--- src/rtl/ccff_pkg.sv ---
// Shared types and constants for the configuration-chain readback block.
// Holds the FSM state encoding and the CRC-16-CCITT serial update rule.
package ccff_pkg;

    typedef enum logic [2:0] {
        S_IDLE,
        S_LOW,
        S_HIGH,
        S_STALL,
        S_FLUSH,
        S_DONE
    } state_e;

    localparam logic [15:0] CRC16_POLY = 16'h1021;
    localparam logic [15:0] CRC16_INIT = 16'hFFFF;

    // One MSB-first serial step: feedback is the outgoing MSB xor the new bit.
    function automatic logic [15:0] crc16_step(input logic [15:0] c, input logic b);
        logic fb;
        fb = c[15] ^ b;
        return {c[14:0], 1'b0} ^ (fb ? CRC16_POLY : 16'h0000);
    endfunction

endpackage

--- src/rtl/ccff_crc16_serial.sv ---
// Bit-serial CRC-16-CCITT accumulator: one bit per enable, clear reloads the seed.
// Clear has priority over enable so a new readback always starts from the seed.
module ccff_crc16_serial
    import ccff_pkg::*;
(
    input  logic        clk,
    input  logic        rst,
    input  logic        clr,
    input  logic        en,
    input  logic        bit_in,
    output logic [15:0] crc
);

    logic [15:0] crc_q;
    logic [15:0] crc_d;

    always_comb begin
        crc_d = crc_q;
        if (clr) begin
            crc_d = CRC16_INIT;
        end else if (en) begin
            crc_d = crc16_step(crc_q, bit_in);
        end
    end

    always_ff @(posedge clk) begin
        if (!rst) begin
            crc_q <= CRC16_INIT;
        end else begin
            crc_q <= crc_d;
        end
    end

    assign crc = crc_q;

endmodule

--- src/rtl/ccff_readback.sv ---
// Reads the fabric configuration chain back through ccff_tail, recirculating each
// bit into ccff_head, packing bits LSB-first into words and accumulating a CRC.
module ccff_readback
    import ccff_pkg::*;
#(
    parameter int WORD_W = 32,
    parameter int CNT_W  = 16,
    parameter int DIV    = 2
) (
    input  logic              clk,
    input  logic              rst,
    input  logic              start,
    input  logic [CNT_W-1:0]  chain_len,
    output logic              busy,
    output logic              done,
    output logic              prog_clk,
    output logic              ccff_head,
    input  logic              ccff_tail,
    output logic [WORD_W-1:0] rd_data,
    output logic              rd_valid,
    input  logic              rd_ready,
    output logic [15:0]       crc
);

    localparam int PH_W = (DIV > 1) ? $clog2(DIV) : 1;
    localparam int WB_W = $clog2(WORD_W + 1);
    localparam logic [PH_W-1:0] PH_LAST = PH_W'(DIV - 1);
    localparam logic [WB_W-1:0] WB_FULL = WB_W'(WORD_W);

    state_e             state_q, state_d;
    logic [PH_W-1:0]    phase_q, phase_d;
    logic [CNT_W-1:0]   len_q, len_d;
    logic [CNT_W-1:0]   bit_cnt_q, bit_cnt_d;
    logic [WB_W-1:0]    word_bit_q, word_bit_d;
    logic [WORD_W-1:0]  pack_q, pack_d;
    logic               head_q, head_d;
    logic               prog_clk_q, prog_clk_d;
    logic               busy_q, busy_d;
    logic               done_q, done_d;
    logic [WORD_W-1:0]  rd_data_q, rd_data_d;
    logic               rd_valid_q, rd_valid_d;

    logic               crc_clr;
    logic               crc_en;
    logic               buf_free;

    assign buf_free = !rd_valid_q || rd_ready;

    always_comb begin
        state_d    = state_q;
        phase_d    = phase_q;
        len_d      = len_q;
        bit_cnt_d  = bit_cnt_q;
        word_bit_d = word_bit_q;
        pack_d     = pack_q;
        head_d     = head_q;
        rd_data_d  = rd_data_q;
        rd_valid_d = rd_valid_q && !rd_ready;
        crc_clr    = 1'b0;
        crc_en     = 1'b0;

        unique case (state_q)
            S_IDLE: begin
                if (start) begin
                    len_d      = chain_len;
                    bit_cnt_d  = '0;
                    word_bit_d = '0;
                    pack_d     = '0;
                    phase_d    = '0;
                    crc_clr    = 1'b1;
                    state_d    = (chain_len == '0) ? S_DONE : S_LOW;
                end
            end

            S_LOW: begin
                if (phase_q == PH_LAST) begin
                    head_d     = ccff_tail;
                    pack_d     = pack_q | (WORD_W'(ccff_tail) << word_bit_q);
                    word_bit_d = word_bit_q + WB_W'(1);
                    crc_en     = 1'b1;
                    phase_d    = '0;
                    state_d    = S_HIGH;
                end else begin
                    phase_d = phase_q + PH_W'(1);
                end
            end

            S_HIGH: begin
                if (phase_q == PH_LAST) begin
                    phase_d   = '0;
                    bit_cnt_d = bit_cnt_q + CNT_W'(1);
                    if (bit_cnt_d == len_q) begin
                        state_d = S_FLUSH;
                    end else if (word_bit_q == WB_FULL) begin
                        state_d = S_STALL;
                    end else begin
                        state_d = S_LOW;
                    end
                end else begin
                    phase_d = phase_q + PH_W'(1);
                end
            end

            S_STALL: begin
                if (buf_free) begin
                    rd_data_d  = pack_q;
                    rd_valid_d = 1'b1;
                    pack_d     = '0;
                    word_bit_d = '0;
                    state_d    = S_LOW;
                end
            end

            // A non-zero word_bit means the final word has not been pushed yet;
            // once pushed, wait for the consumer to take it before finishing.
            S_FLUSH: begin
                if (word_bit_q != '0) begin
                    if (buf_free) begin
                        rd_data_d  = pack_q;
                        rd_valid_d = 1'b1;
                        pack_d     = '0;
                        word_bit_d = '0;
                    end
                end else if (rd_valid_q && rd_ready) begin
                    state_d = S_DONE;
                end
            end

            S_DONE: begin
                state_d = S_IDLE;
            end

            default: begin
                state_d = S_IDLE;
            end
        endcase

        prog_clk_d = (state_d == S_HIGH);
        busy_d     = (state_d != S_IDLE);
        done_d     = (state_d == S_DONE);
    end

    always_ff @(posedge clk) begin
        if (!rst) begin
            state_q    <= S_IDLE;
            phase_q    <= '0;
            len_q      <= '0;
            bit_cnt_q  <= '0;
            word_bit_q <= '0;
            pack_q     <= '0;
            head_q     <= 1'b0;
            prog_clk_q <= 1'b0;
            busy_q     <= 1'b0;
            done_q     <= 1'b0;
            rd_data_q  <= '0;
            rd_valid_q <= 1'b0;
        end else begin
            state_q    <= state_d;
            phase_q    <= phase_d;
            len_q      <= len_d;
            bit_cnt_q  <= bit_cnt_d;
            word_bit_q <= word_bit_d;
            pack_q     <= pack_d;
            head_q     <= head_d;
            prog_clk_q <= prog_clk_d;
            busy_q     <= busy_d;
            done_q     <= done_d;
            rd_data_q  <= rd_data_d;
            rd_valid_q <= rd_valid_d;
        end
    end

    ccff_crc16_serial u_crc (
        .clk    (clk),
        .rst    (rst),
        .clr    (crc_clr),
        .en     (crc_en),
        .bit_in (ccff_tail),
        .crc    (crc)
    );

    assign busy      = busy_q;
    assign done      = done_q;
    assign prog_clk  = prog_clk_q;
    assign ccff_head = head_q;
    assign rd_data   = rd_data_q;
    assign rd_valid  = rd_valid_q;

endmodule
--- config.mk ---
export PLATFORM = sky130hd
export DESIGN_NAME = ccff_readback
export DESIGN_NICKNAME = d
export VERILOG_FILES = /design/src/rtl/ccff_pkg.sv /design/src/rtl/ccff_crc16_serial.sv /design/src/rtl/ccff_readback.sv
export SDC_FILE = /design/constraint.sdc
export NUM_CORES = 1
export LEC_CHECK = 0
export CAP_MARGIN = 30
export CORE_UTILIZATION = 50
export CTS_CLUSTER_SIZE = 14
export DETAILED_ROUTE_END_ITERATION = 8
export GPL_TIMING_DRIVEN = 0
export PLACE_DENSITY = 0.8
export SKIP_LAST_GASP = 1
export SYNTH_ARGS = -nofsm -noshare
export SYNTH_HDL_FRONTEND = slang
export SYNTH_SLANG_ARGS = --single-unit
--- constraint.sdc ---
create_clock -name clk -period 3.2 [get_ports clk]
set_input_delay 0.48 -clock clk [delete_from_list [all_inputs] [get_ports clk]]
set_output_delay 0.48 -clock clk [all_outputs]
set_load 0.01 [all_outputs]
==> results.toml <==
[outcome]
status = "completed"

[worst_hold_path]
hold_end = "rd_data[9]$_SDFFE_PN0P_"
hold_class = "flop to flop"
min_from = "pack_q[9]$_SDFFE_PN0P_"
worstHoldPathCells = 2

[clock_network]
hold_buffers = 0
cts_setup_buffers = 0
clock-sinks = 127
ctsResizeCount = 0
root_buffer = "clkbuf_8"
ctsHtreeMaxLevel = 4
cts_max_path_buffers = 2
cts_tree = "done"
path_clk_slew_ns = 0.06
clk_latency_ns = 0.53
cts-buffers-inserted = 17

[placed_design]
io_buffers = 73
place_area_sq_um = 6370
dpl.cell_count = 899
dp_hpwl_um = 10500
gp_congestion = 0.938

[yosys]
synth_area_leaders = "dfxtp_1 (46%), nand2_1 (11%), a21oi_1 (6.0%)"
synthArstFlopShare_pct = 0
synth_top_area_share_pct = 46.4
synth_nets = 714
syn_area_per_cell_sq_um = 7.93
ys_seq_elements = 127
syn_inst = 690
yosys_warnings = 0
yosysSeqAreaShare_pct = 46.4
syn_area_sq_um = 5470
ys.flop_type = "dfxtp_1"
synth-edff-count = 0
yosysUniqueCellTypes = 58
synth_top_cell_by_area = "dfxtp_1"

[timing]
fmax_ghz = 0.407
max-slew-margin-rel_pct = 41.6
slew_viol_final = 0
finClkSkew_ns = 0.00682
fin_setup_tns_ns = 0
tightest_slew_ns = 0.873
rsz0062_at_grt = "no"
final-hold-violation-count = 0
fin_crit_sh_pct = 76.7
fin_crit_ns = 2.46
setup_viol = 0

[pwr]
share_clk_of_total_power_pct = 49.6
total_power_w = 0.00390
switchingPower_w = 0.000916
intPower_w = 0.00299
seqPwrFrac_pct = 42.1
p_sw_share_pct = 23.5
powerDensity_nw_per_um2 = 560
ir_drop_mv = 0.383
comb_power_share_pct = 8.2
power_leakage_nw = 2.59

[routing]
drc = 0
first_iter_violations = 353
wl_per_cell_um = 15.8
final_antenna_net_count = 0
routed-via-count = 5173
drt-total-wl_um = 14700
dr.pass1.iters = 5
viasPerCell = 5.57

[grt]
grt-ovfl-total = 0
grt_pass1_vias = 4943
grt_max_degree = 17
grt_first_pass_wirelength_um = 23500
track_usage_pct = 26.9
antenna_found_initial = 0

[critical_path]
reg2reg_from = "bit_cnt_q[0]$_SDFFE_PN0P_"
critPathMaxStageDelay_ns = 0.53
cp_cell_sequence = "ha_1, buf_2, nand4b_1, or4_1, o21a_1, a211oi_2, and4_4, o31a_2, o211ai_2"
ff2ff_setup_slack_ns = 0.74
worstReg2RegEnd = "busy$_SDFF_PN0_"
arrival_ns = 2.87
cp.required_ns = 3.61
r2r_cells = 9
worstSetupStartpointType = "flop"
cp_slowest_cell = "or4_1"
critPathCaptureType = "flop"
crit_type = "flop to flop"
critical_path_peak_fanout = 9

[die]
core_sq_um = 10500
top_level_ports = 74
die_h_um = 107
die-area_sq_um = 11400
start_util_pct = 52.3
die_x_um = 107
rows = 37

[flow_run]
maxCapViolCount = 0

[layout]
final_layout_size_suffix_gt1_share_pct = 7.44
fin_cells = 929
area_delta_synth_final_pct = 27.3
final_area_sq_um = 6970
antennaDiodeCount = 0
nets = 806
==> kinds of logic after synthesis <==
logic type | after synthesis | synth area share [%]
and+or+nand+nor | 336 | 27.9
DFF | 127 | 46.4
muxes | 3 | 0.571
adders and majority gates | 3 | 0.686
buffers and inverters | 53 | 4.02
AOI/OAI and AO/OA | 141 | 16.1
xor gates and xnor gates | 27 | 4.32
==> worst max-delay path by stage <==
| stage | from | to | slack (ns) | cells past startpoint |
|---|---|---|---|---|
| 4_1_cts | bit_cnt_q[0]$_SDFFE_PN0P_ | busy$_SDFF_PN0_ | 0.75 | 9 |
| 2_1_floorplan | bit_cnt_q[0]$_SDFFE_PN0P_ | busy$_SDFF_PN0_ | 0.98 | 9 |
| 6_report | bit_cnt_q[0]$_SDFFE_PN0P_ | busy$_SDFF_PN0_ | 0.74 | 9 |
| 3_3_place_gp | start | pack_q[15]$_SDFFE_PN0P_ | 0.61 | 9 |
| 5_1_grt | word_bit_q[3]$_SDFFE_PN0P_ | pack_q[23]$_SDFFE_PN0P_ | 0.53 | 10 |
| 3_5_place_dp | start | len_q[10]$_SDFFE_PN0P_ | 0.59 | 5 |
==> power groups by stage <==
stage	logic [W]	registers (W)	clock network, W
6_report	0.000321	0.00164	0.00194
5_1_grt	0.000357	0.00165	0.00203
4_1_cts	0.000320	0.00164	0.00196
3_5_place_dp	0.000316	0.00168	0
3_3_place_gp	0.000306	0.00168	0
2_1_floorplan	0.000201	0.00168	0
==> layout make-up <==
cell class,count,area (sq um)
repair buffers,73,731
fillers,889,3490
flip-flops and latches,127,2540
multi-input cells,510,2710
well taps,136,170
plain buffers,44,186
clock buffers,22,463
inverters,9,33.8
clock inverters,8,131
==> registers in the layout, indices dropped and copies added (netlist names) <==
register    flops
u_crc.crc      16
len_q          16
word_bit_q      6
state_q         3
done            1
bit_cnt_q      16
pack_q         32
rd_data        32
prog_clk        1
busy            1
rd_valid        1
phase_q         1
ccff_head       1
==> stage by stage <==
stage / hold slack (ns) / setup slack, ns / utilization (%)
detailed placement: 0.446 / 0.589 / 60.9
CTS: 0.452 / 0.749 / 66.6
global route: 0.474 / 0.534 / 66.6
global placement: 0.440 / 0.608 / 60.9
finish: 0.453 / 0.744 / 66.6
floorplan: 0.431 / 0.980 / -
==> synth_stat cells (all sizes together) (2+ instances only) <==
library cell / instances
mux2i: 2
buf: 16
dfxtp: 127
a211oi: 3
nor3b: 2
nor3: 9
a311oi: 2
nand2: 166
o21a: 27
and2: 3
nor4b: 2
a31oi: 9
xnor2: 15
nand3b: 2
a22oi: 2
nand2b: 3
nor2: 76
and3: 9
and4: 6
nor2b: 7
a41oi: 2
or2: 2
o21ai: 12
nor4: 7
o22ai: 2
ha: 3
clkbuf: 28
nand4: 12
or3: 3
a21oi: 67
nand3: 25
inv: 8
xor2: 12
o211ai: 7
==> worst max-delay path, delay by kind of cell (launching register included) <==
kind,cells,cell delay (ns)
AOI/OAI and AO/OA,4,0.60
and+or+nand+nor,3,0.97
adders and majority gates,1,0.17
DFF,1,0.41
buffers and inverters,1,0.19
==> cells in the final DEF (no fill, tap or decap), types with 10 or more instances in the layout <==
cell type,Yosys,final
a21oi_1,66,66
clkbuf_16,0,16
nand3_1,25,25
o21a_1,26,26
dfxtp_1,127,127
buf_2,14,14
xor2_1,12,12
nand2_1,166,166
o21ai_0,11,11
nand4_1,10,10
clkbuf_1,28,30
clkdlybuf4s50_1,0,73
xnor2_1,15,15
nor2_1,76,76
==> per-layer routing <==
layer	track usage, %	routed length, um	vias up
li1	-	-	2528
met1	32.3	6180	2439
met2	45.0	7290	183
met3	8.88	952	23
met4	9.00	259	0
met5	0	0	-
Power figures use the tool's default switching activity.
